[config.mk]
export PLATFORM = sky130hd
export DESIGN_NAME = encoder_4_2_rr_flat
export DESIGN_NICKNAME = d
export VERILOG_FILES = /design/src/rtl/encoder_4_2_rr_if.sv /design/src/rtl/encoder_4_2_rr.sv /design/src/flat_wrapper.sv
export SDC_FILE = /design/constraint.sdc
export NUM_CORES = 1
export LEC_CHECK = 0
export ABC_AREA = 1
export BUFFER_PORTS_ARGS = -buffer_cell sky130_fd_sc_hd__buf_2
export CAP_MARGIN = 0
export CORE_UTILIZATION = 50
export DETAILED_ROUTE_END_ITERATION = 12
export PLACE_DENSITY = 0.77
export SYNTH_ARGS = -nofsm -noshare
export SYNTH_HDL_FRONTEND = slang
export SYNTH_SLANG_ARGS = --single-unit
[constraint.sdc]
create_clock -name clk -period 1.4 [get_ports clk]
set_input_delay 0.21 -clock clk [delete_from_list [all_inputs] [get_ports clk]]
set_output_delay 0.21 -clock clk [all_outputs]
set_load 0.05 [all_outputs]
[src/rtl/encoder_4_2_rr_if.sv]
// rtl/encoder_4_2_rr_if.sv - request/grant bundle for the round-robin 4-to-2 encoder
interface encoder_4_2_rr_if;
  logic       en;
  logic [3:0] d;
  logic       ready;
  logic [1:0] code_out;
  logic       valid;
  logic [3:0] pending;
  logic       overflow;

  modport master (
    output en, d, ready,
    input  code_out, valid, pending, overflow
  );

  modport slave (
    input  en, d, ready,
    output code_out, valid, pending, overflow
  );
endinterface

[src/rtl/encoder_4_2_rr.sv]
// rtl/encoder_4_2_rr.sv - sticky request collector issuing 2-bit codes round-robin over valid/ready
module encoder_4_2_rr (
  input  logic              clk,
  input  logic              reset,
  encoder_4_2_rr_if.slave   bus
);

  logic [3:0] r_pending;
  logic [1:0] r_code;
  logic       r_valid;
  logic [1:0] r_last;
  logic       r_overflow;

  logic       w_acc;
  logic [3:0] w_clr;
  logic [3:0] w_set;
  logic [3:0] w_avail;
  logic       w_slot_free;
  logic       w_found;
  logic [1:0] w_pick;
  logic [1:0] w_cand;

  always_comb begin
    w_acc       = r_valid & bus.ready;
    w_clr       = w_acc ? (4'b0001 << r_code) : 4'b0000;
    w_set       = bus.en ? bus.d : 4'b0000;
    w_avail     = r_pending & ~w_clr;
    w_slot_free = ~r_valid | bus.ready;
    w_found     = 1'b0;
    w_pick      = r_last;
    w_cand      = r_last;
    // Walk from the farthest candidate back to last+1 so the nearest one wins.
    for (int i = 3; i >= 0; i--) begin
      w_cand = r_last + 2'(i + 1);
      if (w_avail[w_cand]) begin
        w_found = 1'b1;
        w_pick  = w_cand;
      end
    end
  end

  always_ff @(posedge clk) begin
    if (reset) begin
      r_pending  <= 4'b0000;
      r_code     <= 2'b00;
      r_valid    <= 1'b0;
      r_last     <= 2'b11;
      r_overflow <= 1'b0;
    end else begin
      r_pending  <= (r_pending & ~w_clr) | w_set;
      r_overflow <= |(w_set & r_pending & ~w_clr);
      if (w_slot_free) begin
        if (w_found) begin
          r_code  <= w_pick;
          r_last  <= w_pick;
          r_valid <= 1'b1;
        end else begin
          r_valid <= 1'b0;
        end
      end
    end
  end

  assign bus.code_out = r_code;
  assign bus.valid    = r_valid;
  assign bus.pending  = r_pending;
  assign bus.overflow = r_overflow;

endmodule

[src/flat_wrapper.sv]
// flat-port wrapper written by rule: the top's interface ports become plain ports
module encoder_4_2_rr_flat 
  (clk, reset, bus_en, bus_d, bus_ready, bus_code_out, bus_valid, bus_pending, bus_overflow);
  encoder_4_2_rr_if bus_i ();
  input  logic clk;
  input  logic reset;
  input wire logic [$bits(bus_i.en)-1:0] bus_en;
  input wire logic [$bits(bus_i.d)-1:0] bus_d;
  input wire logic [$bits(bus_i.ready)-1:0] bus_ready;
  output wire logic [$bits(bus_i.code_out)-1:0] bus_code_out;
  output wire logic [$bits(bus_i.valid)-1:0] bus_valid;
  output wire logic [$bits(bus_i.pending)-1:0] bus_pending;
  output wire logic [$bits(bus_i.overflow)-1:0] bus_overflow;
  assign bus_i.en = bus_en;
  assign bus_i.d = bus_d;
  assign bus_i.ready = bus_ready;
  assign bus_code_out = bus_i.code_out;
  assign bus_valid = bus_i.valid;
  assign bus_pending = bus_i.pending;
  assign bus_overflow = bus_i.overflow;
  encoder_4_2_rr u_core (.clk(clk), .reset(reset), .bus(bus_i));
endmodule
-- Word-level counts from Yosys, hierarchy flattened
Index checks and enable logic that the tools add are counted.
- $add $sub $neg: 3
- $mul: 0
- divide/modulo/power cells: 0
- order comparisons: 4
- equal/unequal tests: 0
- shifts and indexed selects: 1
- mux-type cells: 18
- bitwise gates (word level): 8
- reduce and logical (&&, ||, !) cells: 2
- operators with widths (kind ; count):
    4-bit bitwise AND ; 3
    2-bit by 3-bit less-than comparator with 1-bit output (second input constant) ; 4
    1-bit two-way mux ; 9
    1-bit binary-select mux with 2-bit select ; 4
    4-bit two-way mux ; 2
    2-bit two-way mux ; 3
    2-bit adder (second input constant) ; 2
    4-bit inverter ; 1
    4-bit OR ; 1
    4-bit OR reduction ; 1
    1-bit by 2-bit left shift with 4-bit output (first input constant) ; 1
    2-bit by 1-bit adder with 2-bit output (second input constant) ; 1
    2-bit AND reduction ; 1
    1-bit bitwise AND ; 1
    1-bit inverter ; 1
    1-bit OR ; 1
- flip-flop bits (word level): 10
- latch bits: 0
- memory bits (writable): 0
- bits in read-only memories: 0
- bits of input ports: 8
- output and inout port bits: 8
- word-level logic and storage cells: 41
- memories: 0

-- Depth between registers and ports, before layout
- depth after elaboration: 11
- depth in mapped cells: 12
- mapped depth without buffers: 12

-- Worst setup path after synthesis
No wires, ideal clock.
- kind: reg-to-reg
- start: reg u_core.r_code[1], in the netlist u_core.bus.code_out[1]
- end: reg u_core.r_code[0], in the netlist u_core.bus.code_out[0]
- setup time: 0.129 ns
- data arrival time: 1.518 ns
- required time: 1.271 ns
- setup slack: -0.247 ns
- cell stages (with the launch flop): 12
- path buffers: 0
- clock period less this slack: 1.647 ns
- cells stage by stage: dfxtp_1 -> nor2_1 -> nand2_1 -> nand3_2 -> nand2_2 -> nand2_1 -> nand2_1 -> clkinv_1 -> o21ai_1 -> nand2_1 -> nand3_2 -> a21oi_2
- word-level cells in the longest chain between the ends: 11
- elaborated cells between the ends (all ways): 20
- those cells by class: 1 x shift; 16 x mux; 2 x bitwise; 1 x reduce/logical
- ends and longest elaborated chain (element ; line ; text):
    start: declaration ; encoder_4_2_rr.sv:9 ; logic [1:0] r_code;
    start signal: assignment ; encoder_4_2_rr.sv:54 ; r_code <= w_pick;
    1-bit by 2-bit left shift with 4-bit output (*) ; encoder_4_2_rr.sv:25 ; w_clr = w_acc ? (4'b0001 << r_code) : 4'b0000;
    4-bit two-way mux (*) ; encoder_4_2_rr.sv:25 ;
    4-bit inverter (*) ; encoder_4_2_rr.sv:27 ; w_avail = r_pending & ~w_clr;
    4-bit bitwise AND (*) ; encoder_4_2_rr.sv:27 ;
    1-bit binary-select mux with 2-bit select ; encoder_4_2_rr.sv:35 ; if (w_avail[w_cand]) begin
    1-bit two-way mux (not written as such) ; encoder_4_2_rr.sv:35 ;
    1-bit two-way mux (4 in a row) ; encoder_4_2_rr.sv:35 ;
    2-bit AND reduction (no line) ; n/a ;
Every way passes the cells marked *; elsewhere a longest branch is shown, timed or not. The select of a mux whose other input is x is not followed.
A chain may end at the register's enable or synchronous reset.

-- Final worst setup path
- start: reg u_core.r_code[0], in the netlist u_core.bus.code_out[0]
- end: reg u_core.r_last[0]
- word-level cells in the longest chain between the ends: 11
- elaborated cells between the ends (all ways): 20
- those cells by class: 1 x shift; 16 x mux; 2 x bitwise; 1 x reduce/logical
- ends and longest elaborated chain (element ; line ; text):
    1-bit by 2-bit left shift with 4-bit output (*) ; encoder_4_2_rr.sv:25 ;
    4-bit two-way mux (*) ; encoder_4_2_rr.sv:25 ;
    4-bit inverter (*) ; encoder_4_2_rr.sv:27 ;
    4-bit bitwise AND (*) ; encoder_4_2_rr.sv:27 ;
    1-bit binary-select mux with 2-bit select ; encoder_4_2_rr.sv:35 ;
    1-bit two-way mux (not written as such) ; encoder_4_2_rr.sv:35 ;
    1-bit two-way mux (4 in a row) ; encoder_4_2_rr.sv:35 ;
    2-bit AND reduction (no line) ; n/a ;
    end signal: assignment ; encoder_4_2_rr.sv:55 ; r_last <= w_pick;
    end: declaration ; encoder_4_2_rr.sv:11 ; logic [1:0] r_last;
Marks and branches as above.

==> results.yml <==
run_status:
  status: "complete, but fails checks"
  violations: "setup timing"
floorplanning:
  die_h_um: 38.2
  num_rows: 12
  dieArea_um2: 1460
  design.core.area_um2: 1160
  pin_count: 16
  die_w_um: 38.2
  initial_core_util: 0.566
final_layout:
  multiInputGateArea_um2: 589
  layout.nets: 126
  register_area_um2: 218
  stdcell_count: 131
  final_util: 0.897
  num_antenna_cells: 0
  layout-drive-gt1-share: 0.692
  final_cell_area_um2: 1040
  syn2layout_area_growth_pct: 58.5
  fillers: 47
place:
  gp_congestion: 0.771
  dp_slack_ns: -0.00688
  numPortBuffers: 15
  place_area_um2: 783
  hpwl_um: 1140
  post-place-cells: 126
global_routing:
  grt_pass1_vias: 596
  grtUsageTotal: 0.237
  overflow: 0
  grt_max_degree: 9
  grt_pass1_wl_um: 2350
  antenna_found_initial: 0
setup_path:
  start_kind: "flip-flop"
  critPathSlowestCell: "dfxtp_4"
  arrival_ns: 1.60
  crit_required_ns: 1.55
  setup.worst_path.end_class: "flip-flop"
  critPathKind: "reg -> reg"
  cp_common_cell: "nand2_4"
  worstPathCellList: "inv_2 > nor2_4 > nand2_4 > nand3_2 > nand2_4 > nand2_2 > nand2_4 > o21ai_2 > nand2_1 > nand3_2 > nand2_1"
  slowest_delay_ns: 0.41
  path_max_fanout: 6
clocking:
  clock_latency_ns: 0.27
  root_buffer: "clkbuf_4"
  ctsHoldBuffers: 0
  clk_pin_slew_worst_paths_ns: 0.08
  htreeDepth: 1
  tritoncts: "yes"
  numCtsBuffers: 3
  clk_path_buf_depth: 2
  cts.sinks: 10
power:
  total_power_mw: 2.06
  power_density_nw_per_um2: 1990
  leakagePower_nw: 0.500
  vdd_ir_drop_max_mv: 1.68
timing:
  fin_setup_tns_ns: -0.109
  timing.hold.ws_ns: 0.200
  setup_viol: 2
  max_clock_freq_mhz: 687
  min_period_ns: 1.45
  relSlewSlack: 0.832
  finalCritPeriodShare: 1.04
  finalHoldViolations: 0
  rsz0062_at_grt: "true"
  worst_slack_ns: -0.0549
  tightest_slew_ns: 0.252
  slew_violations: 0
  skew_ns: 0.00947
detailed_routing:
  drt_drc_violations_left: 0
  avgRoutedWirePerCell_um: 15.1
  postRouteAntennaNets: 0
  vias: 748
  drt_pass1_iterations: 4
  drt_wl_total_um: 1980
  drt_iter0_drc: 35
  vias_per_cell: 5.71
synthesis:
  ys_ff_latch: 10
  syn_area_um2: 654
  ys_warn_count: 0
  synth_cell_type_count: 22
  synth.avg_cell_area_um2: 6.82
  synth_nets: 104
  synth_seq_area_share: 0.306
  synthCells: 96
worst_hold_path:
  hold_class: "in -> reg"
job:
  drv_cap: 0
==> where the power goes <==
| part | switching, mW | internal, mW |
|---|---|---|
| combinational | 0.873 | 0.472 |
| sequential | 0.129 | 0.379 |
| clock | 0.109 | 0.103 |
==> routing by layer <==
layer,up-vias,GRT usage,share of wire
met4,0,0.0804,0.033
met5,-,0,0
met3,8,0.0523,0.061
met2,40,0.403,0.49
li1,352,-,-
met1,348,0.291,0.42
==> synth_stat cells <==
cell      instances  share of area
a21oi_4           1          0.025
a21boi_0          1          0.011
a21oi_2           2          0.027
o21ai_1           1         0.0076
buf_1             1         0.0057
inv_1             9          0.052
inv_2             5          0.029
nor2_1            4          0.023
dfxtp_1          10           0.31
nand3_2           6          0.092
xor2_2            1          0.025
nor2_2            2          0.019
o21ai_0           1         0.0076
clkinv_1          1         0.0057
o21a_1            1          0.011
o22ai_1           2          0.019
a21oi_1           5          0.038
nand2_1          28           0.16
o211ai_1          1          0.011
nand3_1           9          0.069
buf_6             1          0.017
nand2_2           4          0.038
==> registers in the layout, summed over array words and instances (netlist names) <==
signal	cells
u_core.bus.overflow	1
u_core.bus.valid	1
u_core.bus.code_out	2
u_core.bus.pending	4
u_core.r_last	2
==> logic make-up after synthesis <==
| family | count (synthesis) | share of synthesized area |
|---|---|---|
| xor gates and xnor gates | 1 | 0.0249 |
| buffers and inverters | 17 | 0.109 |
| AOI/OAI and AO/OA | 15 | 0.159 |
| and+or+nand+nor | 53 | 0.402 |
| DFF | 10 | 0.306 |
==> cell type report <==
| class | count | area share |
|---|---|---|
| clock buffer | 3 | 0.0217 |
| clock inverter | 1 | 0.00362 |
| inverter | 15 | 0.0663 |
| multi-input combinational | 69 | 0.568 |
| sequential | 10 | 0.210 |
| tap | 14 | 0.0169 |
| timing repair buffer | 19 | 0.113 |
==> final timing paths <==
path | from | end | slack [ns] | cells after the start
worst max-delay path | u_core.bus.code_out[0] | u_core.r_last[0] | -0.05 | 11
worst min-delay path | bus_d[2] | u_core.bus.pending[2] | 0.20 | 3
worst max register to register | u_core.bus.code_out[0] | u_core.r_last[0] | -0.05 | 11
worst min register to register | u_core.bus.pending[0] | u_core.bus.pending[0] | 0.53 | 2
==> cell usage in the layout (no fill, tap or decap) <==
cell,instances
nand2_1,15
buf_2,15
nand2_4,11
inv_2,8
nand3_2,8
nand2_2,6
inv_1,5
nand3_4,5
dfxtp_2,5
nor2_4,4
a21oi_1,4
a21oi_2,3
clkbuf_4,3
buf_4,3
dfxtp_4,3
nand3_1,2
o22ai_1,2
dfxtp_1,2
inv_6,1
nor2_2,1
inv_8,1
nor2_1,1
a21oi_4,1
xor2_4,1
o211ai_1,1
o21ai_2,1
a21boi_0,1
o21a_1,1
o21ai_0,1
clkinv_1,1
buf_12,1
==> worst max-delay path, delay by kind of cell (launching register included) <==
kind / cells / cell delay, ns
compound gates: 1 / 0.13
buf+inv: 1 / 0.06
simple gates: 9 / 0.73
flops: 1 / 0.41
==> timing repair <==
action	4_1_cts	5_1_grt
setup buffers	0	1
setup endpoints to repair	3	5
pin swaps	0	17
hold endpoints to repair	0	0
cloned	0	0
gates resized for setup	0	57
(Power assumes the default switching activity.)
